[config.mk]
export PLATFORM = sky130hd
export DESIGN_NAME = lector_conteos
export DESIGN_NICKNAME = d
export VERILOG_FILES = /design/src/rtl/lector_conteos.sv
export SDC_FILE = /design/constraint.sdc
export NUM_CORES = 1
export LEC_CHECK = 0
export BUFFER_PORTS_ARGS = -buffer_cell sky130_fd_sc_hd__buf_2
export CAP_MARGIN = 5
export CORE_UTILIZATION = 30
export CTS_CLUSTER_DIAMETER = 80
export DETAILED_ROUTE_END_ITERATION = 8
export GPL_TIMING_DRIVEN = 0
export HOLD_SLACK_MARGIN = 0.03
export PLACE_DENSITY = 0.5
export SLEW_MARGIN = 0
export SYNTH_ARGS = -nofsm -noshare
export SYNTH_HDL_FRONTEND = slang
export SYNTH_SLANG_ARGS = --single-unit
[constraint.sdc]
create_clock -name clk -period 2 [get_ports clk]
set_input_delay 0.4 -clock clk [delete_from_list [all_inputs] [get_ports clk]]
set_output_delay 0.4 -clock clk [all_outputs]
set_load 0.01 [all_outputs]
[src/rtl/lector_conteos.sv]
// lector_conteos: sweeps the four per-FIFO word counters of an upstream
// counter bank, strobing each captured count and accumulating their total.
//
// Handshake with the counter bank: the bank raises valid while its counts
// are readable. The sweep begins only once valid is seen. req is then high
// for one cycle with idx naming the FIFO. The count is taken from data in
// the following cycle, and valid must still be high at that point. If valid
// has dropped, the data is discarded and the sweep aborts with error set.
module lector_conteos #(
    parameter int DATA_BITS = 5,
    parameter int TIMEOUT   = 16
) (
    input  logic                   clk,
    input  logic                   rst,
    input  logic                   start,
    input  logic                   valid,
    input  logic [DATA_BITS-1:0]   data,
    output logic                   req,
    output logic [1:0]             idx,
    output logic [DATA_BITS-1:0]   cnt_out,
    output logic [1:0]             cnt_idx,
    output logic                   cnt_valid,
    output logic [DATA_BITS+1:0]   total,
    output logic                   busy,
    output logic                   done,
    output logic                   error,
    output logic [2:0]             dbg_state
);

    localparam int TW = (TIMEOUT > 1) ? $clog2(TIMEOUT) : 1;
    localparam logic [TW-1:0] TMAX = TW'(TIMEOUT - 1);

    typedef enum logic [2:0] {
        S_IDLE       = 3'd0,
        S_WAIT_VALID = 3'd1,
        S_REQ        = 3'd2,
        S_CAPTURE    = 3'd3,
        S_DONE       = 3'd4
    } state_t;

    state_t                 state_q, state_d;
    logic [1:0]             index_q, index_d;
    logic [TW-1:0]          tcount_q, tcount_d;
    logic [DATA_BITS-1:0]   cnt_out_q, cnt_out_d;
    logic [1:0]             cnt_idx_q, cnt_idx_d;
    logic                   cnt_valid_q, cnt_valid_d;
    logic [DATA_BITS+1:0]   total_q, total_d;
    logic                   error_q, error_d;

    // Next-state and datapath updates for the sweep sequencer
    always_comb begin
        state_d     = state_q;
        index_d     = index_q;
        tcount_d    = tcount_q;
        cnt_out_d   = cnt_out_q;
        cnt_idx_d   = cnt_idx_q;
        cnt_valid_d = 1'b0;
        total_d     = total_q;
        error_d     = error_q;
        case (state_q)
            S_IDLE: begin
                if (start) begin
                    state_d  = S_WAIT_VALID;
                    total_d  = '0;
                    error_d  = 1'b0;
                    tcount_d = '0;
                    index_d  = 2'd0;
                end
            end
            S_WAIT_VALID: begin
                if (valid) begin
                    state_d = S_REQ;
                end else if (tcount_q == TMAX) begin
                    state_d = S_DONE;
                    error_d = 1'b1;
                end else begin
                    tcount_d = tcount_q + 1'b1;
                end
            end
            S_REQ: begin
                state_d = S_CAPTURE;
            end
            S_CAPTURE: begin
                if (valid) begin
                    cnt_out_d   = data;
                    cnt_idx_d   = index_q;
                    cnt_valid_d = 1'b1;
                    // Four counts of DATA_BITS each fit in DATA_BITS+2 bits
                    total_d     = total_q + (DATA_BITS+2)'(data);
                    if (index_q == 2'd3) begin
                        state_d = S_DONE;
                    end else begin
                        index_d = index_q + 2'd1;
                        state_d = S_REQ;
                    end
                end else begin
                    error_d = 1'b1;
                    state_d = S_DONE;
                end
            end
            S_DONE: begin
                state_d = S_IDLE;
            end
            default: begin
                state_d = S_IDLE;
            end
        endcase
    end

    // State and datapath registers, cleared asynchronously by rst low
    always_ff @(posedge clk or negedge rst) begin
        if (!rst) begin
            state_q     <= S_IDLE;
            index_q     <= 2'd0;
            tcount_q    <= '0;
            cnt_out_q   <= '0;
            cnt_idx_q   <= 2'd0;
            cnt_valid_q <= 1'b0;
            total_q     <= '0;
            error_q     <= 1'b0;
        end else begin
            state_q     <= state_d;
            index_q     <= index_d;
            tcount_q    <= tcount_d;
            cnt_out_q   <= cnt_out_d;
            cnt_idx_q   <= cnt_idx_d;
            cnt_valid_q <= cnt_valid_d;
            total_q     <= total_d;
            error_q     <= error_d;
        end
    end

    // Moore outputs decoded from the state register
    always_comb begin
        req  = (state_q == S_REQ);
        busy = (state_q == S_WAIT_VALID) || (state_q == S_REQ) ||
               (state_q == S_CAPTURE);
        done = (state_q == S_DONE);
    end

    assign idx       = index_q;
    assign cnt_out   = cnt_out_q;
    assign cnt_idx   = cnt_idx_q;
    assign cnt_valid = cnt_valid_q;
    assign total     = total_q;
    assign error     = error_q;
    assign dbg_state = state_q;

endmodule

### Word level (Yosys, flattened, before mapping)

Index checks and enable logic that the tools add are counted.

| cells by class | value |
|---|---|
| eq/ne operators | 14 |
| reduce and logical (&&, ||, !) cells | 12 |
| multiplexer cells | 24 |
| $add $sub $neg | 3 |

Operators by type and width:

| cell | number |
|---|---|
| $mux W3 | 5 |
| $mux W7 | 2 |
| $ne A2 B2 Y1 const B | 7 |
| $pmux W7 S2 | 1 |
| $mux W4 | 3 |
| $pmux W3 S4 | 1 |
| $pmux W4 S2 | 1 |
| $reduce_and A4 Y1 | 2 |
| $add A7 B5 Y7 | 1 |
| $eq A3 B2 Y1 const B | 2 |
| $mux W1 | 6 |
| $mux W2 | 3 |
| $reduce_and A5 Y1 | 1 |
| $add A4 B1 Y4 const B | 1 |
| $eq A4 B4 Y1 const B | 1 |
| $pmux W2 S2 | 1 |
| $reduce_and A2 Y1 | 2 |
| $reduce_bool A2 Y1 | 2 |
| $eq A3 B1 Y1 const B | 1 |
| $eq A3 B3 Y1 const B | 1 |
| $logic_not A3 Y1 | 1 |
| $ne A3 B3 Y1 const B | 1 |
| $pmux W1 S3 | 1 |
| $reduce_and A3 Y1 | 1 |
| 4 further kinds | 5 |

| word-level totals | value |
|---|---|
| logic and storage cells | 61 |
| flip-flop bits (word level) | 25 |
| bits of input ports | 9 |
| output and inout bits | 24 |

### Depth between registers and ports, before layout

| logic depth | value |
|---|---|
| word-level depth | 4 |
| mapped depth | 8 |

### Least setup slack after synthesis

OpenSTA, ideal clock, no wires.

| path | value |
|---|---|
| path kind | reg2reg |
| start | register total_q[0] (netlist: total[0]) |
| end | register total_q[4] (netlist: total[4]) |
| path slack | 202 ps |
| stages on the path, launching flop included | 9 |
| data arrival time | 1,721 ps |
| setup time | 77 ps |
| path buffers | 0 |
| clock period less this slack | 1,798 ps |
| required time | 1,923 ps |
| cells stage by stage | dfrtp_1 ha_1 inv_1 fa_1 nand2b_1 a21oi_1 nor2_1 or3_1 a21oi_1 |

| on the way | value |
|---|---|
| longest elaborated chain between the ends | 3 |

Ends and longest elaborated chain:

| element | RTL line | text |
|---|---|---|
| start: declaration | 47 | `logic [DATA_BITS+1:0] total_q, total_d;` |
| start signal: assignment | 128 | `total_q <= total_d;` |
| $add A7 B5 Y7 | 89 | `total_d = total_q + (DATA_BITS+2)'(data);` |
| $mux W7 | 84 | `if (valid) begin` |
| $pmux W7 S2 | 60 | `case (state_q)` |

No other way between the ends. The select of a mux whose other input is x is not followed.
A chain may end at the register's enable or synchronous reset.

### Worst setup path after layout

Same ends and word-level chain as after synthesis.

==> summary.txt <==
Status
  – Outcome: completed

Routing
  – Via-to-Cell Ratio: 4.774
  – Residual DRC: 0
  – Initial DRT Pass Iterations: 4
  – DRT Wirelength: 2.930 mm
  – Drt wl/cell: 13.26 um
  – DR iter-0 viols: 63
  – Antenna Nets Post-Route: 0
  – DR vias: 1055

Logic synthesis
  – Register area share after synthesis: 46.95%
  – Synth Register Bits: 25
  – Asr flop ratio synth: 100.0%
  – Post-synth cell types: 37
  – Post-synth EDFFs: 0
  – Post-synthesis instance area: 0.001333 mm^2
  – YS warnings: 0
  – Mean Syn Cell Area: 9.944 um^2
  – Synth Flop Type: dfrtp_1
  – Post-synthesis instance total: 134
  – Synth Net Count: 151

Run
  – Max Cap Viol: 0

Timing
  – Final Max Tran Viols: 0
  – Min Tclk post-route: 1911 ps
  – Worst Max-Slew Pin Slew: 569.9 ps
  – Fmax: 523.4 MHz
  – Worst clock skew: 6.220 ps
  – Relative slew slack: 62.01%
  – RSZ-0062 raised after global routing: yes
  – Finish-stage setup viols: 0
  – Final Cycle Share: 95.54%
  – Worst hold slack: 114.1 ps
  – Hold Violations, Final: 0

Floorplanning
  – Starting Density: 32.16%
  – Site Rows: 23
  – Area of the die: 0.004712 mm^2
  – Die Ht: 68.65 um
  – Die Wd: 68.65 um
  – Top-Level Pins: 33
  – Core area: 0.004144 mm^2

Global route
  – Initial antenna violation count: 0
  – Largest net degree at the start of global routing: 26
  – First-pass GRT wire length: 4.899 mm
  – GRT Overall Usage: 13.91%
  – Remaining global-route overflow: 0
  – Vias in the first global route: 1073

Clocking
  – CTS Hold Buffers Added: 0
  – CTS tree: built
  – Sink Count: 25
  – Root buf cell: clkbuf_8
  – Clock latency at the later pin of the worst-skew pair: 270 ps
  – Number of CTS-inserted buffers: 3
  – H-tree depth: 1
  – Maximum root-to-sink buffer count: 2
  – CTS clk-pin slew, worst paths: 90 ps

Hold path
  – Min-delay worst type: input port to asynchronous set/reset pin

Power and ir drop
  – P_leak: 0.8458 nW
  – Total Power: 2.204 mW
  – Max VDD drop: 0.4653 mV
  – PwrDens: 1358 mW/mm^2

Worst setup path
  – Cells along the critical path: ha_2, inv_1, fa_1, nand2b_4, a21oi_2, nor2_1, or3_1, a21oi_1
  – Crit-path slowest cell: fa_1
  – CP Capture Type: flip-flop
  – Crit path buffers/inverters: 1
  – Biggest cell delay along the critical path: 400 ps
  – Critical path arrival: 2110 ps
  – Setup crit start kind: flip-flop
  – CP required: 2200 ps
  – Crit path max-delay family: adder cells
  – Max FO, Critical Path: 3
  – Setup CP Type: flip-flop to flip-flop

Final layout
  – Util after Layout: 39.16%
  – Commonest non-fill, non-tap cells in the layout: 33 x buf_2, 32 x nand2_1, 25 x dfrtp_1, 12 x nor2_1, 7 x o21ai_0
  – Layout cells sized above 1: 30.41%
  – Commonest non-fill, non-tap cell in the layout: buf_2
  – Layout net count: 189
  – N_diodes: 0
  – Area delta synth->final: 21.78%

Placed design
  – IO buf count: 32
  – GP Congestion: 0.7191
  – HPWL after detailed placement: 2.167 mm
==> worst paths after layout <==
check                           start     endpoint  slack (ps)  cells past startpoint
setup / recovery             total[0]     total[4]          90                      8
hold / removal                    rst     total[3]         110                      1
setup reg to reg             total[0]     total[4]          90                      8
hold reg to reg            cnt_out[3]   cnt_out[3]         480                      2
max in group asynchronous         rst  tcount_q[3]        1510                      1
min in group clk              data[2]   cnt_out[2]         340                      3
==> cells in the mapped netlist (3+ instances only) <==
cell,instances,share of area (%)
nand2_1,32,9.0
dfrtp_1,25,47
nor2_1,12,3.4
ha_1,7,6.6
o21ai_0,7,2.6
a21oi_1,6,2.3
inv_1,4,1.1
mux2i_1,3,2.3
nor3b_1,3,1.7
xor2_1,3,2.0
==> where the power goes <==
group,leakage [nW],total (mW),internal [mW],switching (mW)
Sequential,0.329,0.801,0.683,0.117
Combinational,0.491,1.10,0.464,0.633
Clock,0.0255,0.306,0.139,0.167
Total,0.846,2.20,1.29,0.918
==> registers in the layout, indices dropped and copies added, names as in the netlist <==
name / flops
error: 1
total: 7
dbg_state: 3
tcount_q: 4
cnt_idx: 2
cnt_valid: 1
idx: 2
cnt_out: 5
==> layer usage <==
metal	track usage (%)	wire length [um]	vias up
met2	23.04	1404	20
met4	3.906	21	0
met5	0	0	-
met3	1.974	78	2
li1	-	-	534
met1	18.78	1426	499
==> logic make-up after synthesis <==
kind of cell,after synthesis,synth area share [%]
flip-flops,25,46.95
AO/OA/AOI/OAI,25,12.49
adder cells (fa/ha/maj),8,8.075
multiplexers,3,2.254
XOR/XNOR,3,1.972
AND/OR/NAND/NOR,61,24.23
buffers and inverters,9,4.037
==> through the flow <==
| stage | setup WS (ps) | cell area, um^2 | setup TNS [ps] | std cells |
|---|---|---|---|---|
| after global placement | 11.31 | 1555 | 0 | 216 |
| after global routing | -20.91 | 1623 | -28.82 | 221 |
| after floorplan | 202.0 | 1333 | 0 | 134 |
| after detailed placement | -42.93 | 1555 | -42.93 | 216 |
| final | 89.25 | 1623 | 0 | 221 |
| after CTS | 58.26 | 1602 | 0 | 220 |
==> what timing repair did <==
action | in CTS | in global routing
setup endpoints to repair | 0 | 2
buffers inserted | 0 | 1
resized for setup | 0 | 3
==> final cells by class <==
cell class	instances	area (um^2)
fill	429	2521
multi-input combinational	100	666.9
buffer	4	35.03
tap	50	62.56
sequential	25	625.6
inverter	5	18.77
clock inverter	1	5.005
timing repair buffer	33	167.7
clock buffer	3	41.29
==> worst reg2reg max path, delay by kind of cell (launching register included) <==
family          cells  cell delay [ps]
fa+ha+maj           2              610
simple gates        3              520
flops               1              390
compound gates      2              270
buf+inv             1               50
No activity file was read; power rests on OpenSTA's default activity.
